`config.mk`:
```
export PLATFORM = sky130hd
export DESIGN_NAME = acc_requant_stage
export DESIGN_NICKNAME = d
export VERILOG_FILES = /design/src/rtl/act_pkg.sv /design/src/rtl/requant_round_sat.sv /design/src/rtl/acc_requant_stage.sv
export SDC_FILE = /design/constraint.sdc
export NUM_CORES = 2
export LEC_CHECK = 0
export BUFFER_PORTS_ARGS = -buffer_cell sky130_fd_sc_hd__buf_2
export CELL_PAD_IN_SITES_DETAIL_PLACEMENT = 0
export CELL_PAD_IN_SITES_GLOBAL_PLACEMENT = 1
export CORE_MARGIN = 2
export CORE_UTILIZATION = 45
export DETAILED_ROUTE_END_ITERATION = 10
export GPL_ROUTABILITY_DRIVEN = 0
export GPL_TIMING_DRIVEN = 0
export PLACE_DENSITY_LB_ADDON = 0.1
export SLEW_MARGIN = 10
export SYNTH_ARGS = -nofsm -noshare
export SYNTH_HDL_FRONTEND = slang
export SYNTH_SLANG_ARGS = --single-unit
```
`constraint.sdc`:
```
create_clock -name clk -period 9.5 [get_ports clk]
set_clock_uncertainty 0.1 [all_clocks]
set_input_delay 0 -clock clk [delete_from_list [all_inputs] [get_ports clk]]
set_output_delay 0 -clock clk [all_outputs]
set_load 0.02 [all_outputs]
```
`src/rtl/act_pkg.sv`:
```
// rtl/act_pkg.sv - Q8.8 activation types and constants shared with siluPWL
package act_pkg;

   localparam int Q_FRAC    = 8;
   localparam int ACC_W_DEF = 32;

   // 16-bit Q8.8 two's-complement activation word
   typedef logic signed [2*Q_FRAC-1:0] act_t;

   localparam act_t Q_MAX = 16'sh7FFF;
   localparam act_t Q_MIN = 16'sh8000;

endpackage

```
`src/rtl/requant_round_sat.sv`:
```
// rtl/requant_round_sat.sv - round-half-up arithmetic right shift with Q8.8 saturation, registered
// Ports:
//   clk, rst      clock, synchronous active-low reset
//   i_en          pipeline advance enable
//   i_valid       product valid
//   i_prod        signed product, PROD_W bits
//   i_last        tile-last flag travelling with the product
//   i_shift       right-shift amount, 0..47
//   o_valid       registered valid
//   o_data        saturated Q8.8 result
//   o_last        registered last flag
module requant_round_sat
   import act_pkg::*;
#(
   parameter int PROD_W = 50
) (
   input  logic                     clk,
   input  logic                     rst,
   input  logic                     i_en,
   input  logic                     i_valid,
   input  logic signed [PROD_W-1:0] i_prod,
   input  logic                     i_last,
   input  logic [5:0]               i_shift,
   output logic                     o_valid,
   output act_t                     o_data,
   output logic                     o_last
);

   // One guard bit so adding the rounding constant can never overflow
   logic signed [PROD_W:0] w_ext;
   logic signed [PROD_W:0] w_rnd;
   logic signed [PROD_W:0] w_sum;
   logic signed [PROD_W:0] w_shr;
   logic [PROD_W-15:0]     w_hi;
   logic                   w_in_range;
   act_t                   w_sat;

   assign w_ext = {i_prod[PROD_W-1], i_prod};
   assign w_rnd = (i_shift == 6'd0) ? '0 : ((PROD_W+1)'(1) << (i_shift - 6'd1));
   assign w_sum = w_ext + w_rnd;
   assign w_shr = w_sum >>> i_shift;

   // Fits in 16 bits only when everything from bit 15 up is a copy of the sign
   assign w_hi       = w_shr[PROD_W:15];
   assign w_in_range = (&w_hi) | ~(|w_hi);
   assign w_sat      = w_in_range ? act_t'(w_shr[15:0]) : (w_shr[PROD_W] ? Q_MIN : Q_MAX);

   always_ff @(posedge clk) begin
      if (!rst) begin
         o_valid <= 1'b0;
         o_data  <= '0;
         o_last  <= 1'b0;
      end else if (i_en) begin
         o_valid <= i_valid;
         o_data  <= w_sat;
         o_last  <= i_last;
      end
   end

endmodule

```
`src/rtl/acc_requant_stage.sv`:
```
// rtl/acc_requant_stage.sv - accumulator to Q8.8 requantiser, 3-stage valid/ready pipeline
// Ports:
//   clk, rst                         clock, synchronous active-low reset
//   cfg_we/cfg_addr/cfg_bias/cfg_scale  per-channel table write
//   cfg_shift, cfg_nch               static shift amount and active channel count
//   in_valid/in_ready/in_acc/in_last accumulator stream
//   out_valid/out_ready/out_data/out_last  activation stream
//   busy                             any stage holds valid data
module acc_requant_stage
   import act_pkg::*;
#(
   parameter int ACC_W   = ACC_W_DEF,
   parameter int SCALE_W = 16,
   parameter int NCH_MAX = 16,
   parameter int CH_W    = 4
) (
   input  logic                    clk,
   input  logic                    rst,
   input  logic                    cfg_we,
   input  logic [CH_W-1:0]         cfg_addr,
   input  logic signed [ACC_W-1:0] cfg_bias,
   input  logic [SCALE_W-1:0]      cfg_scale,
   input  logic [5:0]              cfg_shift,
   input  logic [CH_W:0]           cfg_nch,
   input  logic                    in_valid,
   output logic                    in_ready,
   input  logic signed [ACC_W-1:0] in_acc,
   input  logic                    in_last,
   output logic                    out_valid,
   input  logic                    out_ready,
   output act_t                    out_data,
   output logic                    out_last,
   output logic                    busy
);

   localparam int SUM_W  = ACC_W + 1;
   localparam int PROD_W = ACC_W + SCALE_W + 2;

   logic signed [ACC_W-1:0]  r_bias  [NCH_MAX];
   logic [SCALE_W-1:0]       r_scale [NCH_MAX];
   logic [CH_W-1:0]          r_ch;

   logic                     r_s1_valid;
   logic signed [SUM_W-1:0]  r_s1_sum;
   logic [SCALE_W-1:0]       r_s1_scale;
   logic                     r_s1_last;

   logic                     r_s2_valid;
   logic signed [PROD_W-1:0] r_s2_prod;
   logic                     r_s2_last;

   logic                     w_en;
   logic                     w_xfer_in;
   logic                     w_ch_wrap;
   logic signed [SUM_W-1:0]  w_sum;
   logic signed [PROD_W-1:0] w_prod;

   // Whole pipe moves in lockstep; only a stalled output holds it
   assign w_en      = !out_valid | out_ready;
   assign in_ready  = w_en;
   assign w_xfer_in = in_valid & w_en;
   assign busy      = r_s1_valid | r_s2_valid | out_valid;

   assign w_ch_wrap = in_last | ({1'b0, r_ch} == (cfg_nch - (CH_W+1)'(1)));
   assign w_sum     = {in_acc[ACC_W-1], in_acc} + {r_bias[r_ch][ACC_W-1], r_bias[r_ch]};
   // Scale is unsigned: a zero MSB keeps it positive in the signed multiply
   assign w_prod    = $signed(r_s1_sum) * $signed({1'b0, r_s1_scale});

   // Parameter table is intentionally left out of reset
   always_ff @(posedge clk) begin
      if (cfg_we) begin
         r_bias[cfg_addr]  <= cfg_bias;
         r_scale[cfg_addr] <= cfg_scale;
      end
   end

   always_ff @(posedge clk) begin
      if (!rst) begin
         r_s1_valid <= 1'b0;
         r_s1_sum   <= '0;
         r_s1_scale <= '0;
         r_s1_last  <= 1'b0;
         r_s2_valid <= 1'b0;
         r_s2_prod  <= '0;
         r_s2_last  <= 1'b0;
         r_ch       <= '0;
      end else if (w_en) begin
         r_s1_valid <= w_xfer_in;
         if (w_xfer_in) begin
            r_s1_sum   <= w_sum;
            r_s1_scale <= r_scale[r_ch];
            r_s1_last  <= in_last;
            r_ch       <= w_ch_wrap ? '0 : r_ch + 1'b1;
         end
         r_s2_valid <= r_s1_valid;
         r_s2_prod  <= w_prod;
         r_s2_last  <= r_s1_last;
      end
   end

   requant_round_sat #(
      .PROD_W (PROD_W)
   ) u_round_sat (
      .clk     (clk),
      .rst     (rst),
      .i_en    (w_en),
      .i_valid (r_s2_valid),
      .i_prod  (r_s2_prod),
      .i_last  (r_s2_last),
      .i_shift (cfg_shift),
      .o_valid (out_valid),
      .o_data  (out_data),
      .o_last  (out_last)
   );

endmodule

```
# Yosys cells after proc, flatten, opt, wreduce, memory -nomap -nowiden
# Memory sizes are Yosys's and may differ from the RTL's. A register that Yosys moved wholly into a read port is not among the register bits.
# Index checks and enable logic that the tools add are counted.
[word_totals] wordCells=42 memories=2 mem_bits_rw=768 register_bits=109 input_bits=101
[memory_table] name="r_bias" words=16 width=32 read_ports=1 rd_clocked_by_memory_dff=1 wr=1 line="acc_requant_stage.sv:39" text="logic signed [ACC_W-1:0] r_bias [NCH_MAX];"
[memory_table] name="r_scale" words=16 width=16 read_ports=1 rd_clocked_by_memory_dff=1 wr=1 line="acc_requant_stage.sv:40" text="logic [SCALE_W-1:0] r_scale [NCH_MAX];"
[classes] n_mul=1 n_shift=2 n_reduce_logical=6 n_mux=8 n_eq_ne=1 addsub=5 bitwise_logic=7
[op_table] cell="50-bit by 51-bit adder with 51-bit output" count=1
[op_table] cell="51-bit 2-to-1 mux" count=1
[op_table] cell="1-bit by 6-bit left shift with 51-bit output, first input constant" count=1
[op_table] cell="51-bit by 6-bit >>> shifter with 51-bit output" count=1
[op_table] cell="33-bit by 17-bit multiplier with 50-bit output" count=1
[op_table] cell="36-bit AND reduction" count=1
[op_table] cell="36-bit OR reduction" count=1
[op_table] cell="32-bit by 32-bit adder with 33-bit output" count=1
[op_table] cell="16-bit 2-to-1 mux" count=2
[op_table] cell="4-bit 2-to-1 mux" count=3
[op_table] cell="6-bit zero test" count=1
[op_table] cell="6-bit by 1-bit subtractor with 6-bit output, second input constant" count=1
[op_table] cell="4-bit by 5-bit == test with 1-bit output" count=1
[op_table] cell="1-bit bitwise OR" count=5
[op_table] cell="5-bit by 1-bit subtractor with 5-bit output, second input constant" count=1
[op_table] cell="4-bit by 1-bit adder with 4-bit output, second input constant" count=1
[op_table] cell="1-bit zero test" count=2
[op_table] cell="1-bit 2-to-1 mux" count=2
[op_table] cell="2-bit AND reduction" count=1
[op_table] cell="1-bit bitwise AND" count=1
[op_table] cell="1-bit NOT" count=1

# Logic depth before layout (Yosys ltp)
[logic_depth] ltp_word=9 mapped_depth=31 ltp_nobuf=30

# Modules after synthesis
# From an unflattened synthesis, not the netlist that was laid out.
[hier_totals] hier_cells=5401 hier_area_um2=62864.0
[modules_own_cells] module="acc_requant_stage" cells_each=3936 instances=1 area_per_inst_um2=53054.6
[modules_own_cells] module="requant_round_sat" cells_each=1465 instances=1 area_per_inst_um2=9809.4

# Least setup slack after synthesis
# OpenSTA, ideal clock, no wires.
[synth_path] path_kind="register to register" start="reg r_s1_scale[5], read port of r_scale" end="reg r_s2_prod[47]" setup_slack_ns=2.314 synth_period_minus_slack_ns=7.186 t_required_ns=9.313 n_path_buf=2 setup_time_ns=0.087 stages_incl_launch_ff=29 arrival_ns=6.999 cell_sequence="dfxtp_1 > clkbuf_1 > clkbuf_1 > nand2_1 > fa_1 > inv_1 > fa_1 > inv_1 > fa_1 > fa_1 > inv_1 > fa_1 > fa_1 > ha_1 > a21o_1 > a21o_1 > o211ai_1 > a31oi_1 > a311oi_1 > nand2b_1 > a211oi_1 > o221a_2 > o221ai_1 > o21ai_0 > nor4_1 > o21ai_0 > o31a_1 > xnor2_1 > o31ai_1"
[synth_between] elab_chain_cells=1
[synth_lines] item="start: declaration" line="acc_requant_stage.sv:45" text="logic [SCALE_W-1:0] r_s1_scale;"
[synth_lines] item="33-bit by 17-bit multiplier with 50-bit output" line="acc_requant_stage.sv:67" text="assign w_prod = $signed(r_s1_sum) * $signed({1'b0, r_s1_scale});"
[synth_lines] item="end signal: assignment" line="acc_requant_stage.sv:96" text="r_s2_prod <= w_prod;"
[synth_lines] item="end: declaration" line="acc_requant_stage.sv:49" text="logic signed [PROD_W-1:0] r_s2_prod;"
# Every way passes these cells.
# A chain may end at the register's enable or synchronous reset.

# Worst setup path after layout
[layout_path] start="in cfg_shift[1]" end="reg u_round_sat.o_data[13]"
[layout_between] elab_chain_cells=9
[layout_lines] item="start: declaration" line="acc_requant_stage.sv:23" text="input logic [5:0] cfg_shift,"
[layout_lines] item="6-bit by 1-bit subtractor with 6-bit output" line="requant_round_sat.sv:39" text="assign w_rnd = (i_shift == 6'd0) ? '0 : ((PROD_W+1)'(1) << (i_shift - 6'd1));"
[layout_lines] item="1-bit by 6-bit left shift with 51-bit output" line="requant_round_sat.sv:39"
[layout_lines] item="51-bit 2-to-1 mux" line="requant_round_sat.sv:39"
[layout_lines] item="50-bit by 51-bit adder with 51-bit output" line="requant_round_sat.sv:40" text="assign w_sum = w_ext + w_rnd;"
[layout_lines] item="51-bit by 6-bit >>> shifter with 51-bit output (*)" line="requant_round_sat.sv:41" text="assign w_shr = w_sum >>> i_shift;"
[layout_lines] item="36-bit OR reduction" line="requant_round_sat.sv:45" text="assign w_in_range = (&w_hi) | ~(|w_hi);"
[layout_lines] item="1-bit NOT" line="requant_round_sat.sv:45"
[layout_lines] item="1-bit bitwise OR" line="requant_round_sat.sv:45"
[layout_lines] item="16-bit 2-to-1 mux (*)" line="requant_round_sat.sv:46" text="assign w_sat = w_in_range ? act_t'(w_shr[15:0]) : (w_shr[PROD_W] ? Q_MIN : Q_MAX);"
[layout_lines] item="end signal: assignment" line="requant_round_sat.sv:55" text="o_data <= w_sat;"
[layout_lines] item="end: declaration" line="requant_round_sat.sv:25" text="output act_t o_data,"
# Mark *: on every way between the ends. The rest lies on a longest branch, timed or not.

==> metrics.yaml <==
synthesis:
  synth_seq_cells: 897
  ys.flop_type: "sky130_fd_sc_hd__edfxtp_1"
  synth_warnings: 0
  post_synth_num_cell_types: 100
  number_of_enable_flip_flop_cells_after_synthesis: 768
  seq_total_area_yosys_pct: 42.04
  syn_nets: 5871
  synthArstFlopShare_pct: 0
  postSynthAreaPerCell_um2: 12.05
  synthCells: 5062
  syn-cell-area_um2: 60990
layout:
  area_of_the_multi_input_gates_um2: 32150
  final-seq-area_um2: 25650
  nets: 6245
  fin_cells: 7298
  design_area_um2: 69210
  fill_cells: 11860
  layout-area-overhead-vs-synth_pct: 13.47
  drive_gt1_share_pct: 13.26
worst_setup_path:
  path_common_cell: "sky130_fd_sc_hd__clkbuf_1"
  worst_path_class_setup: "input port to register"
  type_of_element_launching_the_critical_path: "input port"
  crit_end_category: "register"
  timing.critical_path.arrival_ps: 9550
  critical-path-max-stage-delay_ps: 800
  cp.required_ps: 10020
  worstReg2RegStart: "r_s1_scale[5]$_SDFFE_PN0P_"
  r2r_cells: 27
  worst_path_max_delay_cell: "sky130_fd_sc_hd__o41ai_1"
  reg2reg_setup_slack_ps: 470
  r2r_end: "r_s2_prod[49]$_SDFFE_PN0N_"
  worstPathMaxFanout: 10
placement:
  port_buffer_count: 115
  post_dp_cell_area_um2: 64910
  placed_cells: 7017
  dpl_worst_slack_ps: 35.26
  hpwlAfterDp_mm: 146.1
power_and_ir_drop:
  power_density_nw_per_um2: 169.6
  worst_ir_drop_vdd_mv: 0.1845
  cellLeakagePower_nw: 25.83
drt:
  drtIter0Drc: 4356
  routed_wl_mm: 191.7
  wl_per_cell_um: 26.27
  dr_total_vias: 42390
  post_drt_via_cell_ratio: 5.808
  drtAntennaViolNets: 0
  drt_drc_violations_left: 0
  drt_pass1_iterations: 7
floorplanning:
  die_width_um: 372.2
  design.portCount: 121
  core_area_um2: 135000
  floorplan.die.height_um: 372.2
  initial_core_util_pct: 45.19
  std_cell_rows: 135
  floorplan.die_area_um2: 138500
clock_network:
  cts_bufs_inserted: 93
  root_buffer: "sky130_fd_sc_hd__clkbuf_16"
  clock_latency_on_the_worst_skew_pair_ps: 730
  clock_sink_count: 897
  cts_tree: "yes"
  h-tree-depth: 3
  cts-root-to-sink-buffers: 3
  cts.reportedPaths.clkPinSlew_ps: 70
  postCtsSetupRepairBufs: 0
run:
  max_cap_violations: 0
status:
  run_status: "complete, no violations"
global_route:
  number_of_global_route_vias_before_repair: 43320
  antenna_found_initial: 12
  grt_start_max_net_pins: 21
  grt_first_pass_wirelength_mm: 286.4
  global_route.overflow_total: 0
  grt_use_total_pct: 28.21
sta:
  final_max_slew_viol_count: 0
  final_critical_period_ps: 9032
  setup-tns-final_ps: 0
  grt_setup_unrepaired: "false"
  final_hold_violation_count: 0
  timing.final.crit_share_pct: 95.07
  maxClockFrequency_ghz: 0.1107
  remaining_max_slew_budget_at_the_tightest_pin_pct: 10.01
  hold_slack_ps: 46.18
  timing_worst_slew_pin_value_ps: 1350
  report.final.setup_viol: 0
  worst_slack_ps: 468.0
worst_hold_path:
  hold_path_class: "input port to register"
  min_delay_path_depth: 6
  hp-start: "cfg_nch[4]"
## cell usage in the layout (no fill, tap or decap), types with 94 or more instances in the layout
cell,instances
sky130_fd_sc_hd__edfxtp_1,768
sky130_fd_sc_hd__buf_2,136
sky130_fd_sc_hd__clkbuf_1,204
sky130_fd_sc_hd__nand2_1,633
sky130_fd_sc_hd__inv_1,589
sky130_fd_sc_hd__dlygate4sd3_1,110
sky130_fd_sc_hd__ha_1,203
sky130_fd_sc_hd__nor2_1,233
sky130_fd_sc_hd__fa_1,505
sky130_fd_sc_hd__dfxtp_1,124
sky130_fd_sc_hd__clkbuf_16,94
sky130_fd_sc_hd__mux4_2,268
sky130_fd_sc_hd__and2_1,222
sky130_fd_sc_hd__a21oi_1,213
## cells in the mapped netlist (32+ instances only)
library cell               count  area [um2]
sky130_fd_sc_hd__fa_1        505       10110
sky130_fd_sc_hd__and2_1      222        1389
sky130_fd_sc_hd__mux4_2      268        6036
sky130_fd_sc_hd__inv_1       589        2211
sky130_fd_sc_hd__buf_1        47       176.4
sky130_fd_sc_hd__mux2i_1      37       370.4
sky130_fd_sc_hd__clkbuf_1    204       765.7
sky130_fd_sc_hd__a211oi_1     46       345.3
sky130_fd_sc_hd__o21ai_0      86       430.4
sky130_fd_sc_hd__edfxtp_1    768       23060
sky130_fd_sc_hd__a21oi_1     213        1066
sky130_fd_sc_hd__dfxtp_1     129        2582
sky130_fd_sc_hd__nor3_1       68       340.3
sky130_fd_sc_hd__nand2_1     633        2376
sky130_fd_sc_hd__a21o_1       58       435.4
sky130_fd_sc_hd__o21a_1       33       247.7
sky130_fd_sc_hd__ha_1        203        2540
sky130_fd_sc_hd__nand4_1      32       200.2
sky130_fd_sc_hd__nand3_1      63       315.3
sky130_fd_sc_hd__xnor2_1      85       744.5
sky130_fd_sc_hd__nor2_1      245       919.6
## logic make-up after synthesis
family / count (synthesis) / share of synthesized area (%)
xor gates and xnor gates: 111 / 1.594
DFF: 897 / 42.04
adders and majority gates: 708 / 20.74
buffers and inverters: 869 / 5.426
muxes: 332 / 11.00
AOI/OAI and AO/OA: 739 / 8.517
and+or+nand+nor: 1406 / 10.68
## flip-flops by register name, indices dropped and copies added (netlist names), 4 cells and up, named ones only
signal	cells
u_round_sat.o_data	16
r_s2_prod	50
r_s1_sum	33
r_scale	256
r_s1_scale	16
r_ch	4
r_bias	512
## metal layers
| layer | share of wire, % | wire, um | global-route usage [%] |
|---|---|---|---|
| met1 | 43 | 82060 | 39.66 |
| met2 | 47 | 90790 | 45.64 |
| met3 | 7.4 | 14120 | 4.976 |
| met4 | 2.4 | 4674 | 6.839 |
| met5 | 0.050 | 95 | 0 |
## how the worst max path moves through the flow
stage               slack [ps]                                  end                       start
floorplan                 2310           r_s2_prod[47]$_SDFFE_PN0N_  r_s1_scale[5]$_SDFFE_PN0P_
global placement           -40  u_round_sat.o_data[14]$_SDFFE_PN0N_                cfg_shift[1]
detailed placement          40           r_s2_prod[49]$_SDFFE_PN0N_  r_s1_scale[7]$_SDFFE_PN0P_
CTS                         30           r_s2_prod[49]$_SDFFE_PN0N_  r_s1_scale[7]$_SDFFE_PN0P_
global route               0.7           r_s2_prod[49]$_SDFFE_PN0N_  r_s1_scale[5]$_SDFFE_PN0P_
finish                     470  u_round_sat.o_data[13]$_SDFFE_PN0N_                cfg_shift[1]
## critical path, delay by kind of cell
family                     cells  cell delay (ps)
AOI/OAI and AO/OA             13             3920
adders and majority gates      1              370
buffers and inverters          7             3310
and+or+nand+nor                5             1900
## report_power, final
group	internal [mW]	total, mW	switching [mW]
sequential	4.46	4.62	0.161
clock	2.15	3.76	1.61
combinational	1.28	3.36	2.08
## per-stage QoR
step	power [mW]	util (%)
2_1_floorplan	6.858	-
5_1_grt	12.29	51.28
4_1_cts	11.78	51.27
3_3_place_gp	7.940	47.27
6_report	11.74	51.28
3_5_place_dp	7.967	48.10
## layout make-up
type	instances	share of cell area, %
Multi-Input combinational cell	3296	46.45
Sequential cell	897	37.06
Timing Repair Buffer	284	3.878
Clock buffer	118	3.587
Tap cell	1781	3.220
Inverter	592	3.211
Buffer	272	1.571
Clock inverter	54	1.005
Antenna cell	4	0.01446
## what timing repair did
item | 4_1_cts | 5_1_grt
hold buffers | 110 | 0
endpoints found under the setup margin | 0 | 5
endpoints found under the hold margin | 1004 | 0
resized for setup | 0 | 35
Note: power is estimated with default switching activity, not from simulation.
